<file path="src/rtl/fetch_ctrl_if.sv">
// Instruction-memory request/response bus between the fetch controller and
// the instruction memory.
//   imem_req    : request valid, held with imem_addr until imem_gnt
//   imem_addr   : request address
//   imem_gnt    : request accepted this cycle
//   imem_rvalid : read data valid (no earlier than the cycle after gnt)
//   imem_rdata  : read data
// Modports: master (fetch controller), slave (memory).
interface fetch_ctrl_if;
    logic        imem_req;
    logic [31:0] imem_addr;
    logic        imem_gnt;
    logic        imem_rvalid;
    logic [31:0] imem_rdata;

    modport master (output imem_req, imem_addr, input imem_gnt, imem_rvalid, imem_rdata);
    modport slave  (input imem_req, imem_addr, output imem_gnt, imem_rvalid, imem_rdata);
endinterface

</file>
<file path="src/rtl/fetch_ctrl.sv">
// Instruction fetch controller: issues one instruction-memory request at a
// time, delivers the fetched word to decode and handles PC redirects.
// Ports:
//   clk, rst        : clock, asynchronous active-low reset
//   start           : fetch enable (level)
//   PC_jump         : redirect pulse, PC_branch is the target
//   id_ready        : decode accepts the held instruction
//   imem            : instruction-memory bus (fetch_ctrl_if.master)
//   if_valid/PC/PC_plus4/inst : delivered instruction
//   misalign        : misaligned-redirect fault flag
// Optional feature: define FETCH_CTRL_MISALIGN_EN to trap misaligned
// redirect targets in a FAULT state; otherwise targets are word-aligned by
// dropping the low two bits and misalign is constant 0.
module fetch_ctrl #(
    parameter logic [31:0] RESET_PC = 32'h0000_0000
) (
    input  logic         clk,
    input  logic         rst,
    input  logic         start,
    input  logic         PC_jump,
    input  logic [31:0]  PC_branch,
    input  logic         id_ready,
    fetch_ctrl_if.master imem,
    output logic         if_valid,
    output logic [31:0]  PC,
    output logic [31:0]  PC_plus4,
    output logic [31:0]  inst,
    output logic         misalign
);

    localparam logic [2:0] S_IDLE  = 3'd0;
    localparam logic [2:0] S_REQ   = 3'd1;
    localparam logic [2:0] S_WAIT  = 3'd2;
    localparam logic [2:0] S_HOLD  = 3'd3;
    localparam logic [2:0] S_FAULT = 3'd4;

    logic [2:0]  state;
    logic [31:0] fetch_pc;
    logic        kill;     // response of the outstanding request must be dropped
    logic [31:0] target;

    // Only used when the target is aligned, so masking is harmless with the
    // fault feature enabled and is the alignment rule without it.
    assign target = PC_branch & 32'hFFFF_FFFC;

    assign imem.imem_req  = (state == S_REQ);
    assign imem.imem_addr = (state == S_REQ) ? fetch_pc : 32'h0;

`ifdef FETCH_CTRL_MISALIGN_EN
    logic misalign_q;
    assign misalign = misalign_q;
`else
    assign misalign = 1'b0;
`endif

    always_ff @(posedge clk or negedge rst) begin
        if (!rst) begin
            state    <= S_IDLE;
            fetch_pc <= RESET_PC;
            kill     <= 1'b0;
            if_valid <= 1'b0;
            PC       <= 32'h0;
            PC_plus4 <= 32'h0;
            inst     <= 32'h0;
`ifdef FETCH_CTRL_MISALIGN_EN
            misalign_q <= 1'b0;
`endif
        end else if (PC_jump) begin
            // Redirect wins over every other event this cycle.
            if_valid <= 1'b0;
`ifdef FETCH_CTRL_MISALIGN_EN
            if (PC_branch[1:0] != 2'b00) begin
                state      <= S_FAULT;
                kill       <= 1'b0;
                misalign_q <= 1'b1;
            end else
`endif
            begin
`ifdef FETCH_CTRL_MISALIGN_EN
                misalign_q <= 1'b0;
`endif
                fetch_pc <= target;
                case (state)
                    S_REQ: begin
                        // Granted old address: its response must be dropped.
                        if (imem.imem_gnt) begin
                            kill  <= 1'b1;
                            state <= S_WAIT;
                        end
                    end
                    S_WAIT: begin
                        // A response arriving now is dropped on the spot.
                        if (imem.imem_rvalid) begin
                            kill  <= 1'b0;
                            state <= S_REQ;
                        end else begin
                            kill  <= 1'b1;
                        end
                    end
                    default: begin
                        kill  <= 1'b0;
                        state <= start ? S_REQ : S_IDLE;
                    end
                endcase
            end
        end else begin
            case (state)
                S_IDLE: if (start) state <= S_REQ;
                S_REQ:  if (imem.imem_gnt) state <= S_WAIT;
                S_WAIT: begin
                    if (imem.imem_rvalid) begin
                        if (kill) begin
                            kill  <= 1'b0;
                            state <= S_REQ;
                        end else begin
                            inst     <= imem.imem_rdata;
                            PC       <= fetch_pc;
                            PC_plus4 <= fetch_pc + 32'd4;
                            if_valid <= 1'b1;
                            fetch_pc <= fetch_pc + 32'd4;
                            state    <= S_HOLD;
                        end
                    end
                end
                S_HOLD: begin
                    if (id_ready) begin
                        if_valid <= 1'b0;
                        state    <= start ? S_REQ : S_IDLE;
                    end
                end
                S_FAULT: state <= S_FAULT;
                default: state <= S_IDLE;
            endcase
        end
    end

endmodule
</file>
<file path="src/flat_wrapper.sv">
// flat-port wrapper written by rule: the top's interface ports become plain ports
module fetch_ctrl_flat 
#(
    parameter logic [31:0] RESET_PC = 32'h0000_0000
)
  (clk, rst, start, PC_jump, PC_branch, id_ready, if_valid, PC, PC_plus4, inst, misalign, imem_imem_req, imem_imem_addr, imem_imem_gnt, imem_imem_rvalid, imem_imem_rdata);
  fetch_ctrl_if imem_i ();
  input  logic clk;
  input  logic rst;
  input  logic start;
  input  logic PC_jump;
  input  logic [31:0] PC_branch;
  input  logic id_ready;
  output logic if_valid;
  output logic [31:0] PC;
  output logic [31:0] PC_plus4;
  output logic [31:0] inst;
  output logic misalign;
  output wire logic [$bits(imem_i.imem_req)-1:0] imem_imem_req;
  output wire logic [$bits(imem_i.imem_addr)-1:0] imem_imem_addr;
  input wire logic [$bits(imem_i.imem_gnt)-1:0] imem_imem_gnt;
  input wire logic [$bits(imem_i.imem_rvalid)-1:0] imem_imem_rvalid;
  input wire logic [$bits(imem_i.imem_rdata)-1:0] imem_imem_rdata;
  assign imem_imem_req = imem_i.imem_req;
  assign imem_imem_addr = imem_i.imem_addr;
  assign imem_i.imem_gnt = imem_imem_gnt;
  assign imem_i.imem_rvalid = imem_imem_rvalid;
  assign imem_i.imem_rdata = imem_imem_rdata;
  fetch_ctrl #(.RESET_PC(RESET_PC)) u_core (.clk(clk), .rst(rst), .start(start), .PC_jump(PC_jump), .PC_branch(PC_branch), .id_ready(id_ready), .imem(imem_i), .if_valid(if_valid), .PC(PC), .PC_plus4(PC_plus4), .inst(inst), .misalign(misalign));
endmodule
</file>
<file path="config.mk">
export PLATFORM = sky130hd
export DESIGN_NAME = fetch_ctrl_flat
export DESIGN_NICKNAME = d
export VERILOG_FILES = /design/src/rtl/fetch_ctrl_if.sv /design/src/rtl/fetch_ctrl.sv /design/src/flat_wrapper.sv
export SDC_FILE = /design/constraint.sdc
export NUM_CORES = 1
export LEC_CHECK = 0
export CORE_UTILIZATION = 42
export CTS_BUF_LIST = sky130_fd_sc_hd__clkbuf_16
export CTS_CLUSTER_DIAMETER = 40
export DETAILED_ROUTE_END_ITERATION = 10
export PLACE_DENSITY = 0.77
export SLEW_MARGIN = 30
export SYNTH_ARGS = -nofsm -noshare
export SYNTH_HDL_FRONTEND = slang
export SYNTH_SLANG_ARGS = --single-unit
</file>
<file path="constraint.sdc">
create_clock -name clk -period 1.9 [get_ports clk]
set_input_delay 0.285 -clock clk [delete_from_list [all_inputs] [get_ports clk]]
set_output_delay 0.285 -clock clk [all_outputs]
set_load 0.02 [all_outputs]
</file>
## Yosys cells after proc, flatten, opt, wreduce, memory -nomap -nowiden

Cells that the tools add are included.

- Bits of input ports: 71
- Flip-flop bits (word level): 133
- Output and inout port bits: 131
- Logic and storage cells: 56

- Reductions and logical operators: 9
- Add/sub/neg operators: 1
- Multiplexer cells: 26
- Bitwise gates (word level): 2
- Equality and inequality tests: 11

Operators by type and width:

| kind | number |
|---|---|
| $mux 32 | 5 |
| $add 32x3->32 const B | 1 |
| $mux 3 | 6 |
| $pmux 3 s5 | 1 |
| $ne 3x3->1 const B | 4 |
| $mux 1 | 10 |
| $reduce_and 3->1 | 3 |
| $reduce_and 4->1 | 2 |
| $eq 3x2->1 const B | 2 |
| $pmux 3 s2 | 1 |
| $ne 2x2->1 const B | 2 |
| $pmux 1 s2 | 2 |
| $reduce_bool 2->1 | 2 |
| $eq 3x1->1 const B | 1 |
| $eq 3x3->1 const B | 1 |
| $logic_not 3->1 | 1 |
| $ne 3x2->1 const B | 1 |
| $reduce_bool 3->1 | 1 |
| $mux 2 | 1 |
| $not 1->1 | 2 |

## Logic depth before layout (Yosys ltp)

- Depth in word-level cells: 5
- Depth in mapped cells: 7
- Gate-level depth less buffers: 6

## Worst setup path after synthesis

OpenSTA, ideal clock, no wires.

- Path type: register -> register
- From: register u_core.fetch_pc[2]
- To: register u_core.fetch_pc[22]
- Stages on the path, launching flop included: 7
- Data required time: 1.775 ns
- Buffers on the path: 0
- Setup time: 0.125 ns
- Setup slack: -0.111 ns
- Clock period less this slack: 2.011 ns
- Arrival time: 1.886 ns
- Cells stage by stage: dfrtp_1 > ha_1 > nand3_1 > nor3_1 > nand4_1 > xnor2_1 > mux2_2

- Cells in the longest elaborated chain, start to end: 5

Ends and longest elaborated chain:

| what | RTL line | text |
|---|---|---|
| start: declaration | fetch_ctrl.sv:38 | `logic [31:0] fetch_pc;` |
| start signal: assignment | fetch_ctrl.sv:82 | `fetch_pc <= target;` |
| start signal: assignment | fetch_ctrl.sv:120 | `fetch_pc <= fetch_pc + 32'd4;` |
| $add 32x3->32 | fetch_ctrl.sv:120 |  |
| $mux 32 | fetch_ctrl.sv:112 | `if (kill) begin` |
| $mux 32 | fetch_ctrl.sv:111 | `if (imem.imem_rvalid) begin` |
| $mux 32 | fetch_ctrl.sv:107 | `case (state)` |
| $mux 32 | fetch_ctrl.sv:68 | `end else if (PC_jump) begin` |

No other way between the ends. The select of a mux whose other input is x is not followed.
A chain may end at the register's enable or synchronous reset.

## Worst setup path after layout

- From: register u_core.state[0]
- To: register u_core.fetch_pc[25]

- Cells in the longest elaborated chain, start to end: 3

Ends and longest elaborated chain:

| what | RTL line | text |
|---|---|---|
| start: declaration | fetch_ctrl.sv:37 | `logic [2:0] state;` |
| start signal: assignment | fetch_ctrl.sv:102 | `state <= start ? S_REQ : S_IDLE;` |
| start signal: assignment | fetch_ctrl.sv:128 | `state <= start ? S_REQ : S_IDLE;` |
| $eq 3x2->1 | fetch_ctrl.sv:107 |  |
| $reduce_bool 2->1 (no line) | - |  |
| $reduce_and 3->1 (no line) | - |  |

No other way between the ends.

==> impl_metrics.tcl <==
set metrics [dict create \
    fmax_mhz 511 \
    top_layer_used "met4" \
    cts_buffers 17 \
    grt-ovfl-total 0 \
    outcome "finished with violations" \
    antenna_cells 0 \
    drtPass1Iterations 5 \
    drtAntennaViolNets 0 \
    insertion_delay_ps 420 \
    post-route-min-period_ps 1960 \
    routed_wl_um 18200 \
    slew-limit-headroom_pct 63.9 \
    fillCellCount 1014 \
    hold_slack_ps 367 \
    ys_warn_count 0 \
    synth_edf_count 0 \
    synth_common_cells "127 x dfrtp_1, 80 x nand2_1, 63 x mux2_2" \
    port_buffers 192 \
    fin_setup_tns_ps -524 \
    end_kind "flop" \
    drt_first_iter_violations 336 \
    synth.distinct_cells 40 \
    power.leakage_uw 0.00417 \
    cts_root_buf "clkbuf_16" \
    cts_max_path_buffers 2 \
    seq_area_mm2 0.00318 \
    syn_avg_cell_area_um2 10.5 \
    setup_ws_ps -55.9 \
    ys_seq_elements 127 \
    cts_sinks 127 \
    die_w_um 123 \
    htree_num_levels 4 \
    area_delta_synth_final_pct 56.4 \
    power_uw 14600 \
    grt_pass1_wl_um 27200 \
    antenna_found_initial 0 \
    async_flop_share_pct 100 \
    die_h_um 123 \
    grt_pass1_vias 5272 \
    met3_length_um 1330 \
    rsz0062_at_grt "yes" \
    cp_data_arrival_time_ps 2260 \
    critPathMaxFanout 5 \
    dr_wl_met2_um 8910 \
    final.period_utilization_pct 103 \
    final_nets 899 \
    final_core_util_pct 68.3 \
    power.density_mw_per_mm2 1530 \
    syn_inst 585 \
    yosys.cell_count.top_type "dfrtp_1" \
    clk_pin_slew_ps 60 \
    ir_worst_vdd_mv 0.775 \
    ioPinCount 202 \
    violations "negative setup slack" \
    crit_type "flop to flop" \
    row_count 43 \
    synth_top_area_share_pct 51.8 \
    worstMarginPinSlew_ps 541 \
    setup_viol 41 \
    netlist_top_cells_area "dfrtp_1 52%, mux2_2 12%, xor2_1 5.1%, nand2_1 4.9%, o21ai_0 4.9%" \
    core_area_mm2 0.0140 \
    place_congestion 0.877 \
    maxSlewViolCount 0 \
    fin_skew_ps 7.96 \
    wl_met1_um 7530 \
    track_usage_pct 23.9 \
    layout-drive-gt1-share_pct 29.8 \
    vias 5335 \
    initial_utilization_pct 43.7 \
    yosys_most_used_dff "dfrtp_1" \
    cts_tree "yes" \
    place.detailed.hpwl_um 12400 \
    post-route-drc-count 0 \
    cap_viol_max_count 0 \
    synth_area_leader_cell "dfrtp_1" \
    worstSetupStartpointType "flop" \
    syn_area_mm2 0.00613 \
    hold_violations 0 \
    multi_input_area_mm2 0.00286 \
    die-area_mm2 0.0151 \
    required_ps 2200 \
    grt_max_degree 56 \
    hold_class "input pin to flop" \
    ys_seq_area_share_pct 51.8 \
    avgViaCountPerCell 5.23 \
    wire_per_inst_um 17.9 \
]
[routing by layer]
layer  GRT usage [%]  vias to the layer above
met2            39.4                      252
met5               0                        -
li1                -                     2485
met1            29.3                     2559
met4            10.5                        0
met3            6.32                       39
[flip-flops by register name, indices dropped and copies added (netlist names)]
register         flops
u_core.kill          1
u_core.fetch_pc     30
u_core.PC_plus4     30
u_core.inst         32
u_core.state         3
u_core.if_valid      1
u_core.PC           30
[cell usage in the layout (no fill, tap or decap), types with 3 or more instances in the layout]
cell / n
nor2_1: 10
nor3_1: 7
nor3_2: 4
dfrtp_1: 127
nand3_1: 20
nor4_4: 3
nor4_1: 5
and2_4: 27
buf_6: 31
bufinv_16: 5
clkinvlp_4: 3
buf_2: 3
o21ai_1: 5
and3_1: 4
clkinv_4: 4
o21ai_0: 59
and4_1: 4
xnor2_1: 21
xor2_1: 36
nand2_1: 78
and2_1: 6
conb_1: 7
buf_4: 65
clkbuf_16: 19
buf_12: 6
nand4_1: 19
mux2_2: 63
a21oi_1: 7
clkdlybuf4s50_1: 158
buf_8: 3
[power by group]
part           total [µW]  internal [µW]  switching, µW
sequential           4380           3750            631
combinational        6700           3510           3200
clock                3540           2320           1230
[repair_timing]
item | in CTS | in global routing
pin swaps | 3 | 4
setup buffers | 3 | 3
gates cloned | 1 | 3
hold endpoints to repair | 51 | 0
setup endpoints to repair | 36 | 108
gates resized for setup | 173 | 57
hold buffers | 1 | 0
[cell type report]
class	instances	share of cell area, %
clock inverter	15	2.30
multi-input combinational	409	29.9
tap	180	2.35
clock buffer	17	4.44
sequential	127	33.1
timing repair buffer	270	27.8
inverter	2	0.0783
[final timing paths]
path / start / endpoint / slack (ps) / cells after the start
setup / recovery: u_core.state[0]$_DFFE_PN0P_ / u_core.fetch_pc[25]$_DFFE_PN0P_ / -60 / 5
hold / removal: PC_jump / u_core.state[2]$_DFFE_PN0P_ / 370 / 3
setup reg to reg: u_core.state[0]$_DFFE_PN0P_ / u_core.fetch_pc[25]$_DFFE_PN0P_ / -60 / 5
hold reg to reg: u_core.PC_plus4[8]$_DFFE_PN0P_ / u_core.PC_plus4[8]$_DFFE_PN0P_ / 480 / 2
max in group asynchronous: rst / u_core.PC_plus4[3]$_DFFE_PN0P_ / 840 / 3
min in group asynchronous: rst / u_core.inst[17]$_DFFE_PN0P_ / 420 / 2
[metrics by stage]
| stage | cell area [µm²] | worst slack, ps | cells |
|---|---|---|---|
| floorplan | 6180 | -48.3 | 591 |
| global placement | 8640 | -438 | 977 |
| detailed placement | 8640 | -478 | 977 |
| CTS | 9340 | -32.9 | 1014 |
| global route | 9590 | -94.0 | 1020 |
| finish | 9590 | -55.9 | 1020 |
[critical path: stages, from the launching register on]
cell and delay, ps:
dfrtp_1 420, or3b_4 410, or4_4 500, nor4_4 260
xnor2_1 160, o21ai_1 70
[kinds of logic after synthesis]
kind of cell               synth area share (%)
muxes                                      11.7
buffers and inverters                      4.06
AOI/OAI and AO/OA                          6.30
and+or+nand+nor                            17.7
other                                    0.0612
adders and majority gates                 0.204
xor gates and xnor gates                   8.14
DFF                                        51.8
(Power assumes the default switching activity.)
